## config.mk

```make
export PLATFORM = sky130hd
export DESIGN_NAME = universal_shift_register
export DESIGN_NICKNAME = d
export VERILOG_FILES = /design/src/rtl/universal_shift_register_pkg.sv /design/src/rtl/usr_next_state.sv /design/src/rtl/universal_shift_register.sv
export SDC_FILE = /design/constraint.sdc
export NUM_CORES = 1
export LEC_CHECK = 0
export ABC_AREA = 1
export ABC_CLOCK_PERIOD_IN_PS = 1350
export CORE_MARGIN = 8
export CORE_UTILIZATION = 38
export CTS_CLUSTER_DIAMETER = 40
export DETAILED_ROUTE_END_ITERATION = 12
export PLACE_DENSITY_LB_ADDON = 0.3
export SYNTH_ARGS = -nofsm -noshare
export SYNTH_HDL_FRONTEND = slang
export SYNTH_SLANG_ARGS = --single-unit
```

## constraint.sdc

```tcl
create_clock -name clock_i -period 1.35 [get_ports clock_i]
set_clock_uncertainty 0.05 [all_clocks]
set_input_delay 0.27 -clock clock_i [delete_from_list [all_inputs] [get_ports clock_i]]
set_output_delay 0.27 -clock clock_i [all_outputs]
set_load 0.005 [all_outputs]
```

## src/rtl/universal_shift_register_pkg.sv

```systemverilog
// ============================================================================
// Module   : universal_shift_register_pkg
// Purpose  : Mode encodings shared by the universal shift register blocks.
// Revision : 1.0
// ============================================================================
`default_nettype none

package universal_shift_register_pkg;

  localparam int MODE_W = 3;

  localparam logic [MODE_W-1:0] MODE_HOLD = 3'b000;
  localparam logic [MODE_W-1:0] MODE_LOAD = 3'b001;
  localparam logic [MODE_W-1:0] MODE_SHL  = 3'b010;
  localparam logic [MODE_W-1:0] MODE_SHR  = 3'b011;
  localparam logic [MODE_W-1:0] MODE_ROL  = 3'b100;
  localparam logic [MODE_W-1:0] MODE_ROR  = 3'b101;
  localparam logic [MODE_W-1:0] MODE_ASR  = 3'b110;
  localparam logic [MODE_W-1:0] MODE_ZERO = 3'b111;

endpackage

`default_nettype wire

```

## src/rtl/usr_next_state.sv

```systemverilog
// ============================================================================
// Module   : usr_next_state
// Purpose  : Purely combinational next Q / next Carry for each shift mode.
// Revision : 1.0
// ============================================================================
`default_nettype none

module usr_next_state
  import universal_shift_register_pkg::*;
#(
  parameter int WIDTH = 8
) (
  input  logic [MODE_W-1:0] mode_i,
  input  logic [WIDTH-1:0]  q_i,
  input  logic              carry_i,
  input  logic [WIDTH-1:0]  d_i,
  input  logic              serial_in_l_i,
  input  logic              serial_in_r_i,
  output logic [WIDTH-1:0]  q_d_o,
  output logic              carry_d_o
);

  always_comb begin
    q_d_o     = q_i;
    carry_d_o = carry_i;
    // Serial inputs are only referenced in their own modes, so X on them stays contained.
    case (mode_i)
      MODE_HOLD: begin
        q_d_o     = q_i;
        carry_d_o = carry_i;
      end
      MODE_LOAD: begin
        q_d_o     = d_i;
        carry_d_o = 1'b0;
      end
      MODE_SHL: begin
        q_d_o     = {q_i[WIDTH-2:0], serial_in_l_i};
        carry_d_o = q_i[WIDTH-1];
      end
      MODE_SHR: begin
        q_d_o     = {serial_in_r_i, q_i[WIDTH-1:1]};
        carry_d_o = q_i[0];
      end
      MODE_ROL: begin
        q_d_o     = {q_i[WIDTH-2:0], q_i[WIDTH-1]};
        carry_d_o = q_i[WIDTH-1];
      end
      MODE_ROR: begin
        q_d_o     = {q_i[0], q_i[WIDTH-1:1]};
        carry_d_o = q_i[0];
      end
      MODE_ASR: begin
        q_d_o     = {q_i[WIDTH-1], q_i[WIDTH-1:1]};
        carry_d_o = q_i[0];
      end
      MODE_ZERO: begin
        q_d_o     = '0;
        carry_d_o = 1'b0;
      end
      default: begin
        q_d_o     = q_i;
        carry_d_o = carry_i;
      end
    endcase
  end

endmodule

`default_nettype wire

```

## src/rtl/universal_shift_register.sv

```systemverilog
// ============================================================================
// Module   : universal_shift_register
// Purpose  : WIDTH-bit hold/load/shift/rotate/zero register with carry.
// Revision : 1.0
// ============================================================================
`default_nettype none

module universal_shift_register
  import universal_shift_register_pkg::*;
#(
  parameter int               WIDTH       = 8,
  parameter logic [WIDTH-1:0] RESET_VALUE = {WIDTH{1'b0}}
) (
  input  logic              clock_i,
  input  logic              clear_i,
  input  logic              enable_i,
  input  logic [MODE_W-1:0] mode_i,
  input  logic [WIDTH-1:0]  d_i,
  input  logic              serial_in_l_i,
  input  logic              serial_in_r_i,
  output logic [WIDTH-1:0]  q_o,
  output logic [WIDTH-1:0]  qbar_o,
  output logic              carry_o
);

  logic [WIDTH-1:0] q_q;
  logic [WIDTH-1:0] q_d;
  logic             carry_q;
  logic             carry_d;

  usr_next_state #(
    .WIDTH (WIDTH)
  ) u_next_state (
    .mode_i        (mode_i),
    .q_i           (q_q),
    .carry_i       (carry_q),
    .d_i           (d_i),
    .serial_in_l_i (serial_in_l_i),
    .serial_in_r_i (serial_in_r_i),
    .q_d_o         (q_d),
    .carry_d_o     (carry_d)
  );

  always_ff @(posedge clock_i) begin
    if (clear_i) begin
      q_q     <= RESET_VALUE;
      carry_q <= 1'b0;
    end else if (enable_i) begin
      q_q     <= q_d;
      carry_q <= carry_d;
    end
  end

  assign q_o     = q_q;
  assign qbar_o  = ~q_q;
  assign carry_o = carry_q;

endmodule

`default_nettype wire

```

== Yosys cells after proc, flatten, opt, wreduce, memory -nomap -nowiden ==
Cells that the tools add are included.

* Eq/ne operators: 7
* Mux-type cells: 2
* Bitwise logic cells: 3
* Reductions and logical operators: 6

{| class="wikitable"
|+ Operator list
! operator !! number
|-
| 8-bit case mux with 7 select lines || 1
|-
| 3-bit == test, second input constant || 4
|-
| 8-bit NOT || 1
|-
| 3-bit by 2-bit == test with 1-bit output, second input constant || 2
|-
| 2-bit OR reduction || 2
|-
| 3-bit by 1-bit == test with 1-bit output, second input constant || 1
|-
| 3-bit zero test || 1
|-
| 1-bit case mux with 3 select lines || 1
|-
| 3-bit AND reduction || 1
|-
| 3-bit OR reduction || 1
|-
| 1-bit NOT || 2
|-
| 2-bit AND reduction || 1
|}

* Register bits: 9
* Bits of input ports: 16
* Output and inout port bits: 17
* Word-level logic and storage cells: 21

== Logic depth before layout (Yosys ltp) ==
Gate-level depths: netlist (run 1).

* Word-level depth: 3
* Mapped depth: 9
* Gate-level depth less buffers: 8

== By module ==
A second synthesis (run 1) with hierarchy kept.

* Cell total of the unflattened synthesis: 192
* Area total of the unflattened synthesis: 1076.0 um^2

{| class="wikitable"
|+ By module, submodules not included
! module !! instances !! cells an instance !! area an instance (um^2) !! seq. area each (um^2)
|-
| usr_next_state || 1 || 127 || 664.4 || 0.0
|-
| universal_shift_register || 1 || 65 || 411.6 || 180.2
|}

== Worst setup path before layout (run 1) ==
OpenSTA, ideal clock, no wires.

* Path type: input -> register
* From: input mode_i[1]
* To: register q_q[1] (netlist: q_o[1])
* Setup time: 0.130 ns
* Arrival: 1.014 ns
* Required time: 1.170 ns
* Slack: 0.156 ns
* Stages: 8
* Buffers on the path: 2
* Cells stage by stage: buf_2 > nor2_2 > inv_2 > buf_4 > nor2_1 > nor2_1 > nand2_1 > a21oi_1

* Cells in the longest elaborated chain, start to end: 3
* Elaborated cells between the ends (all ways): 11
* Classes of those cells: 7 x eq/ne; 1 x mux; 1 x bitwise; 2 x reduce/logical

{| class="wikitable"
|+ Ends and longest elaborated chain
! what !! line !! text
|-
| from (decl) || universal_shift_register.sv:17 || <nowiki>input logic [MODE_W-1:0] mode_i,</nowiki>
|-
| branches (longest 3 deep; another with 8-bit case mux with 7 select lines) || -- ||
|-
| to (signal assigned) || universal_shift_register.sv:49 || <nowiki>q_q <= q_d;</nowiki>
|-
| to (decl) || universal_shift_register.sv:26 || <nowiki>logic [WIDTH-1:0] q_q;</nowiki>
|}

Several ways; the timed one is not identified.
A chain may end at the register's enable or synchronous reset.

== Worst setup path after layout (run 1) ==
* From: register q_q[2] (netlist: q_o[2])
* To: output qbar_o[2]

* Cells in the longest elaborated chain, start to end: 1

{| class="wikitable"
|+ Ends and longest elaborated chain
! what !! line !! text
|-
| 8-bit NOT || universal_shift_register.sv:55 || <nowiki>assign qbar_o = ~q_q;</nowiki>
|-
| to (decl) || universal_shift_register.sv:22 || <nowiki>output logic [WIDTH-1:0] qbar_o,</nowiki>
|}

Every way passes these cells.

==> metrics.csv, run 1 <==
stage,metric,value,unit
outcome,status,"complete, no violations",
cts,cts_tree,built,
worst_hold_path,hold_path_depth,2,
run,cap_violations,0,
yosys,syn_nets,128,
worst_setup_path,worst-setup-path-type,reg -> out,
worst_setup_path,path_buf_inv,2,
yosys,synth-main-ff-cell,dfxtp_1,
place,gp_congestion,0.7806,
yosys,synth.ff_latch_count,9,
cts,clock_latency,0.27,ns
worst_setup_path,slowest_delay,0.37,ns
cts,root_buffer,clkbuf_4,
power,p_per_area,669.1,nW/um^2
place,dp_hpwl,1719,um
routing,drt_iter0_drc,37,
finish,n_fill_cell,161,
grt,antenna_found_initial,0,
cts,cts_sinks,9,
cts,cts_buffer_depth,2,
die,num_rows,15,
routing,topRoutingLayerUsed,met4,
grt,grt_pass1_wl,3415,um
die,coreArea,1670,um^2
finish,design_area,1097,um^2
grt,track_usage,0.1317,
routing,routed-wl-met3,180,um
worst_hold_path,min_path_type,reg -> reg,
power,power_leakage,0.5152,nW
routing,vias_per_cell,4.966,
sta,worst_pin_slew,0.3190,ns
yosys,yosys.cell_types.count,20,
die,io_pins,33,
routing,antenna_left,0,
worst_setup_path,critPathArrivalTime,0.93,ns
finish,stdcell_count,175,
yosys,synth-edff-count,0,
place,placed_area,1071,um^2
sta,hold_viol_final,0,
finish,nets,175,
yosys,synth.avg_cell_area,5.776,um^2
sta,fin_crit,1.250,ns
grt,grt-ovfl-total,0,
worst_setup_path,crit_path_top_delay_cell,dfxtp_2,
cts,holdBufCountCts,0,
grt,grt_max_degree,15,
worst_hold_path,min_from,q_o[6],
sta,rsz0062_at_grt,false,
die,die_h,57.26,um
yosys,yosys.area.top_type_share,0.2785,
routing,drc,0,
yosys,synthAdderAreaFrac,0,
cts,htreeDepth,1,
cts,clk_pin_slew,0.06,ns
yosys,synthTopCellsByArea,"dfxtp_1 (28%), nand2_1 (22%), nor2_1 (10%), nand3_1 (8.5%), a21oi_1 (6.2%)",
worst_setup_path,r2r_setup_slack,0.34,ns
routing,num_vias,869,
worst_setup_path,cp_data_required_time,1.03,ns
routing,firstDrtPassIters,4,
yosys,ys_seq_area_frac,0.2785,
finish,multi_input_area,392.9,um^2
yosys,netlist_area,646.9,um^2
sta,fin_crit_sh,0.9257,
finish,antennaDiodeCount,0,
yosys,synthMuxAreaShare,0,
routing,detail_route.wl_per_cell,12.19,um
yosys,synth_most_common_cell,nand2_1,
sta,fin_hold_ws,0.4326,ns
yosys,synth-compound-area-share,0.09478,
place,dp_cells,170,
worst_setup_path,worst_setup_path_start_kind,flip-flop,
worst_setup_path,startpoint,q_o[2],
sta,finalSetupViolations,0,
place,io_buffers,32,
power,ir_drop,0.6292,mV
sta,final_max_slew_viol_count,0,
routing,routedLengthMet1,876,um
finish,syn_to_final_growth,69.63,%
worst_setup_path,r2r_start,q_o[0],
yosys,synth_commonest_cells,"nand2_1 (38), nor2_1 (18), nand3_1 (11)",
finish,drive_above_1_share,0.2152,
die,die_w,57.26,um
worst_setup_path,crit_chain,"inv_1, dlygate4sd2_1",
sta,fmax,800.2,MHz
routing,wl,2133,um
finish,register_area,193.9,um^2
die,fp.dieArea,3279,um^2
yosys,synth_xor_area_frac,0,
worst_setup_path,cp.depth,2,
die,initial_core_util,0.3873,
worst_setup_path,cp_top_family,flip-flops,
worst_setup_path,endpoint_kind,output port,
worst_setup_path,rr_worst_depth,7,
yosys,async_flop_share,0,
yosys,synthSimpleGateAreaFrac,0.5087,
grt,grt_pass1_vias,790,
worst_setup_path,critPathMaxFanout,5,
sta,slew_headroom,0.7873,
yosys,synth_top_family_by_area,simple AND/OR/NAND/NOR gates,
yosys,yosys_warnings,0,
yosys,yosysTopAreaCell,dfxtp_1,
yosys,synthCells,112,
routing,met2_length,1048,um
cts,numCtsBuffers,3,
-- per-stage QoR --
stage	setup TNS, ns	setup slack (ns)	power (mW)	util
after floorplan	0	0.1560	0.3975	-
after global placement	-3.015	-0.3601	0.5369	0.6412
after detailed placement	-3.687	-0.4486	0.5440	0.6412
after CTS	0	0.08653	0.7409	0.6562
after global routing	0	0.02108	0.7825	0.6569
final	0	0.1003	0.7342	0.6569
-- cells in the final DEF (no fill, tap or decap), drive strengths merged --
master         count
nand3             12
nor2              20
dlygate4sd2       19
dfxtp              9
o21bai             1
clkdlybuf4s15      1
a31oi              1
inv               13
nand4              3
buf               14
a21oi              8
clkbuf             4
o211ai             1
clkdlybuf4s50     12
nand2             40
-- area by class of cell --
class | count | area share
clock buffer | 4 | 0.02395
tap | 17 | 0.01938
sequential | 9 | 0.1767
inverter | 13 | 0.04447
timing repair buffer | 46 | 0.3774
multi-input combinational | 86 | 0.3580
-- final timing paths --
check                                  to
worst max-delay path            qbar_o[2]
worst min-delay path               q_o[6]
worst max register to register     q_o[7]
worst min register to register     q_o[6]
-- cells by family after synthesis --
| kind of cell | after synthesis |
|---|---|
| flops | 9 |
| buf+inv | 17 |
| compound gates | 11 |
| simple gates | 75 |
-- worst min-delay path, delay by kind of cell (launching register included) --
kind | cells | cell delay (ns)
simple gates | 1 | 0.06
flops | 1 | 0.33
compound gates | 1 | 0.05
-- routing by layer --
| metal | GRT usage | up-vias |
|---|---|---|
| li1 | - | 444 |
| met1 | 0.1328 | 389 |
| met2 | 0.2287 | 32 |
| met3 | 0.06726 | 4 |
| met4 | 0.04286 | 0 |
| met5 | 0 | - |
-- state kept, by name (all words and copies together), names as in the netlist --
signal and cells:
carry_o 1, q_o 8
-- where the power goes --
part	internal, mW	switching [mW]
Clock	0.114	0.100
Sequential	0.278	0.0134
Combinational	0.121	0.107
-- repair_timing --
action / 4_1_cts / 5_1_grt
setup buffers: 1 / 0
hold endpoints to repair: 0 / 0
resized for setup: 30 / 1
setup endpoints to repair: 26 / 2
(Power assumes the default switching activity.)
==> run 2, diff against run 1 <==
ABC_CLOCK_PERIOD_IN_PS = default   (was 1350)
==> results of run 2 <==
Final layout, timing and power as in run 1 (identical DEF).
==> run 3, diff against run 2 <==
SETUP_SLACK_MARGIN = 0.4   (was default)
SLEW_MARGIN = 30   (was default)
==> run 3 against run 2 <==
Net effect: largest cell class unchanged; non-clock buffer count up 14; utilization is 14 points higher; power increased by 14%; maximum frequency is 8.5% higher; via count rose by 13%; die area is the same; routed wire length grew 29%; clock-buffer cell count unchanged; sequential power about the same; register-to-register slack worse by 0.12 ns; critical endpoint is now qbar_o[3]; critical path depth increased by 1; global-route usage rose by 2.1 points.
==> metrics.csv, run 3 (synthesis gave the netlist of run 1 again) <==
stage,metric,value,unit,change
sta,slew_headroom,0.8196,,+0.03232
finish,syn_to_final_growth,106.6,%,
power,p_per_area,624.0,nW/um^2,-6.7%
sta,fin_hold_ws,0.2919,ns,-0.1407 ns
sta,hold_viol_final,0,,unchanged
die,coreArea,1670,um^2,unchanged
cts,numCtsBuffers,3,,unchanged
finish,nets,191,,+9.1%
routing,drc,0,,unchanged
routing,antenna_left,0,,unchanged
cts,cts_buffer_depth,2,,unchanged
outcome,status,"complete, no violations",,
finish,final_cell_mix,"nand2_1 (33), buf_6 (20), buf_4 (20)",,
grt,grt_pass1_wl,4008,um,+17%
place,dp_hpwl,1568,um,-8.8%
die,initial_core_util,0.3873,,unchanged
place,gp_congestion,0.8807,,+13%
power,power_frac_clock,0.261,,-0.031
worst_setup_path,critPathMaxFanout,2,,-3
power,power.share.combinational,0.390,,+0.080
cts,root_buffer,clkbuf_4,,
cts,clk_pin_slew,0.07,ns,about the same
die,die_w,57.26,um,unchanged
finish,antennaDiodeCount,0,,unchanged
die,num_rows,15,,unchanged
power,ir_drop,0.5179,mV,-18%
worst_hold_path,hold_path_end,carry_o,,
finish,final_common_cell,nand2_1,,
cts,clock_latency,0.27,ns,about the same
cts,cts_tree,built,,
sta,fmax,868.1,MHz,+8.5%
cts,cts_sinks,9,,unchanged
worst_setup_path,r2r_setup_slack,0.22,ns,-0.12 ns
cts,htreeDepth,1,,unchanged
sta,finalSetupViolations,0,,unchanged
routing,firstDrtPassIters,4,,unchanged
sta,rsz0062_at_grt,true,,
power,sw_frac_of_total,0.3225,,+0.02242
finish,n_fill_cell,106,,-34%
worst_hold_path,min_path_type,in -> reg,,
routing,detail_route.wl_per_cell,14.41,um,+18%
worst_setup_path,worst_setup_path_start_kind,flip-flop,,
die,fp.dieArea,3279,um^2,unchanged
run,cap_violations,0,,unchanged
routing,num_vias,986,,+13%
routing,drt_iter0_drc,51,,+38%
grt,antenna_found_initial,0,,unchanged
routing,wl,2752,um,+29%
die,die_h,57.26,um,unchanged
worst_setup_path,cp_data_required_time,1.03,ns,about the same
worst_hold_path,min_from,mode_i[0],,
grt,track_usage,0.1525,,+0.02079
sta,fin_crit_sh,0.8533,,-0.07245
worst_hold_path,hold_path_depth,4,,+2
finish,stdcell_count,191,,+9.1%
power,power_leakage,0.6348,nW,+23%
worst_setup_path,r2r_end,q_o[3],,
worst_setup_path,r2r_start,q_o[2],,
sta,final_max_slew_viol_count,0,,unchanged
sta,worst_pin_slew,0.2706,ns,-0.04848 ns
finish,design_area,1336,um^2,+22%
power,p_switching,0.2689,mW,+22%
grt,grt_pass1_vias,917,,+16%
grt,grt-ovfl-total,0,,unchanged
worst_setup_path,critPathArrivalTime,0.83,ns,-0.10 ns
worst_setup_path,endpoint_kind,output port,,
worst_setup_path,worst-setup-path-type,reg -> out,,
worst_setup_path,rr_worst_depth,7,,unchanged
power,p_int,0.5649,mW,+9.9%
finish,largest_register_ffs,8,,unchanged
place,io_buffers,32,,unchanged
cts,holdBufCountCts,0,,unchanged
power,pwr-share-seq,0.349,,-0.048
place,placed_area,1066,um^2,-0.47%
finish,drive_above_1_share,0.5172,,+0.3021
finish,final_core_util,0.8000,,+0.1431
place,dp_cells,170,,unchanged
sta,fin_crit,1.152,ns,-0.09780 ns
grt,grt_max_degree,9,,-6
die,io_pins,33,,unchanged
routing,vias_per_cell,5.162,,+4.0%
==> run 3: cell types whose count changed in the layout (fill, tap and decap cells not counted), sizes merged <==
cell,change
nand2,+1
dlygate4sd2,-17
clkdlybuf4s15,-1
buf,+34
clkdlybuf4s50,-2
clkinvlp,+1
==> run 3: worst max path at each step <==
stage	end	startpoint	cells past startpoint
CTS	qbar_o[3]	q_o[3]	3
finish	qbar_o[3]	q_o[3]	3
global route	q_o[3]	q_o[2]	7
global placement	q_o[7]	mode_i[0]	10
detailed placement	q_o[7]	mode_i[0]	10
floorplan	q_o[1]	mode_i[1]	8
==> run 3: power groups by stage <==
stage	combinational (mW)	sequential, mW	clock (mW)
after floorplan	0.107	0.299	0
after global placement	0.237	0.298	0
after detailed placement	0.240	0.298	0
after CTS	0.294	0.289	0.218
after global routing	0.345	0.293	0.233
final	0.326	0.291	0.217
==> run 3: cell type report <==
type | count | area (um^2) | area share
multi-input cells | 87 | 495.5 | 0.3708
repair inverters | 1 | 7.507 | 0.005618
inverters | 13 | 58.81 | 0.04401
clock buffers | 4 | 26.28 | 0.01966
flip-flops and latches | 9 | 193.9 | 0.1451
well taps | 17 | 21.27 | 0.01592
repair buffers | 60 | 533.0 | 0.3989
==> run 3: per-stage QoR <==
step	power [mW]	setup TNS, ns	setup slack, ns
floorplan	0.4059	0	0.2904
global placement	0.5345	-2.583	-0.3264
detailed placement	0.5378	-2.764	-0.3570
CTS	0.8020	0	0.1910
global route	0.8704	0	0.1530
finish	0.8338	0	0.1981
==> run 3: repair_timing <==
item / CTS / global route
setup endpoints to repair: 26 / 26
resized for setup: 126 / 14
pin swaps: 33 / 7
gates cloned: 2 / 0
buffers inserted: 12 / 3
==> run 3: layer usage <==
metal,global-route usage,wire length (um),up-vias
li1,-,-,482
met3,0.06951,242,4
met2,0.2673,1327,42
met5,0,0,-
met1,0.1615,1159,458
met4,0.03571,22,0
==> run 3: worst max-delay path, stage by stage (launching register included) <==
cell     delay (ns)
dfxtp_2        0.33
buf_6          0.10
inv_4          0.03
buf_6          0.10
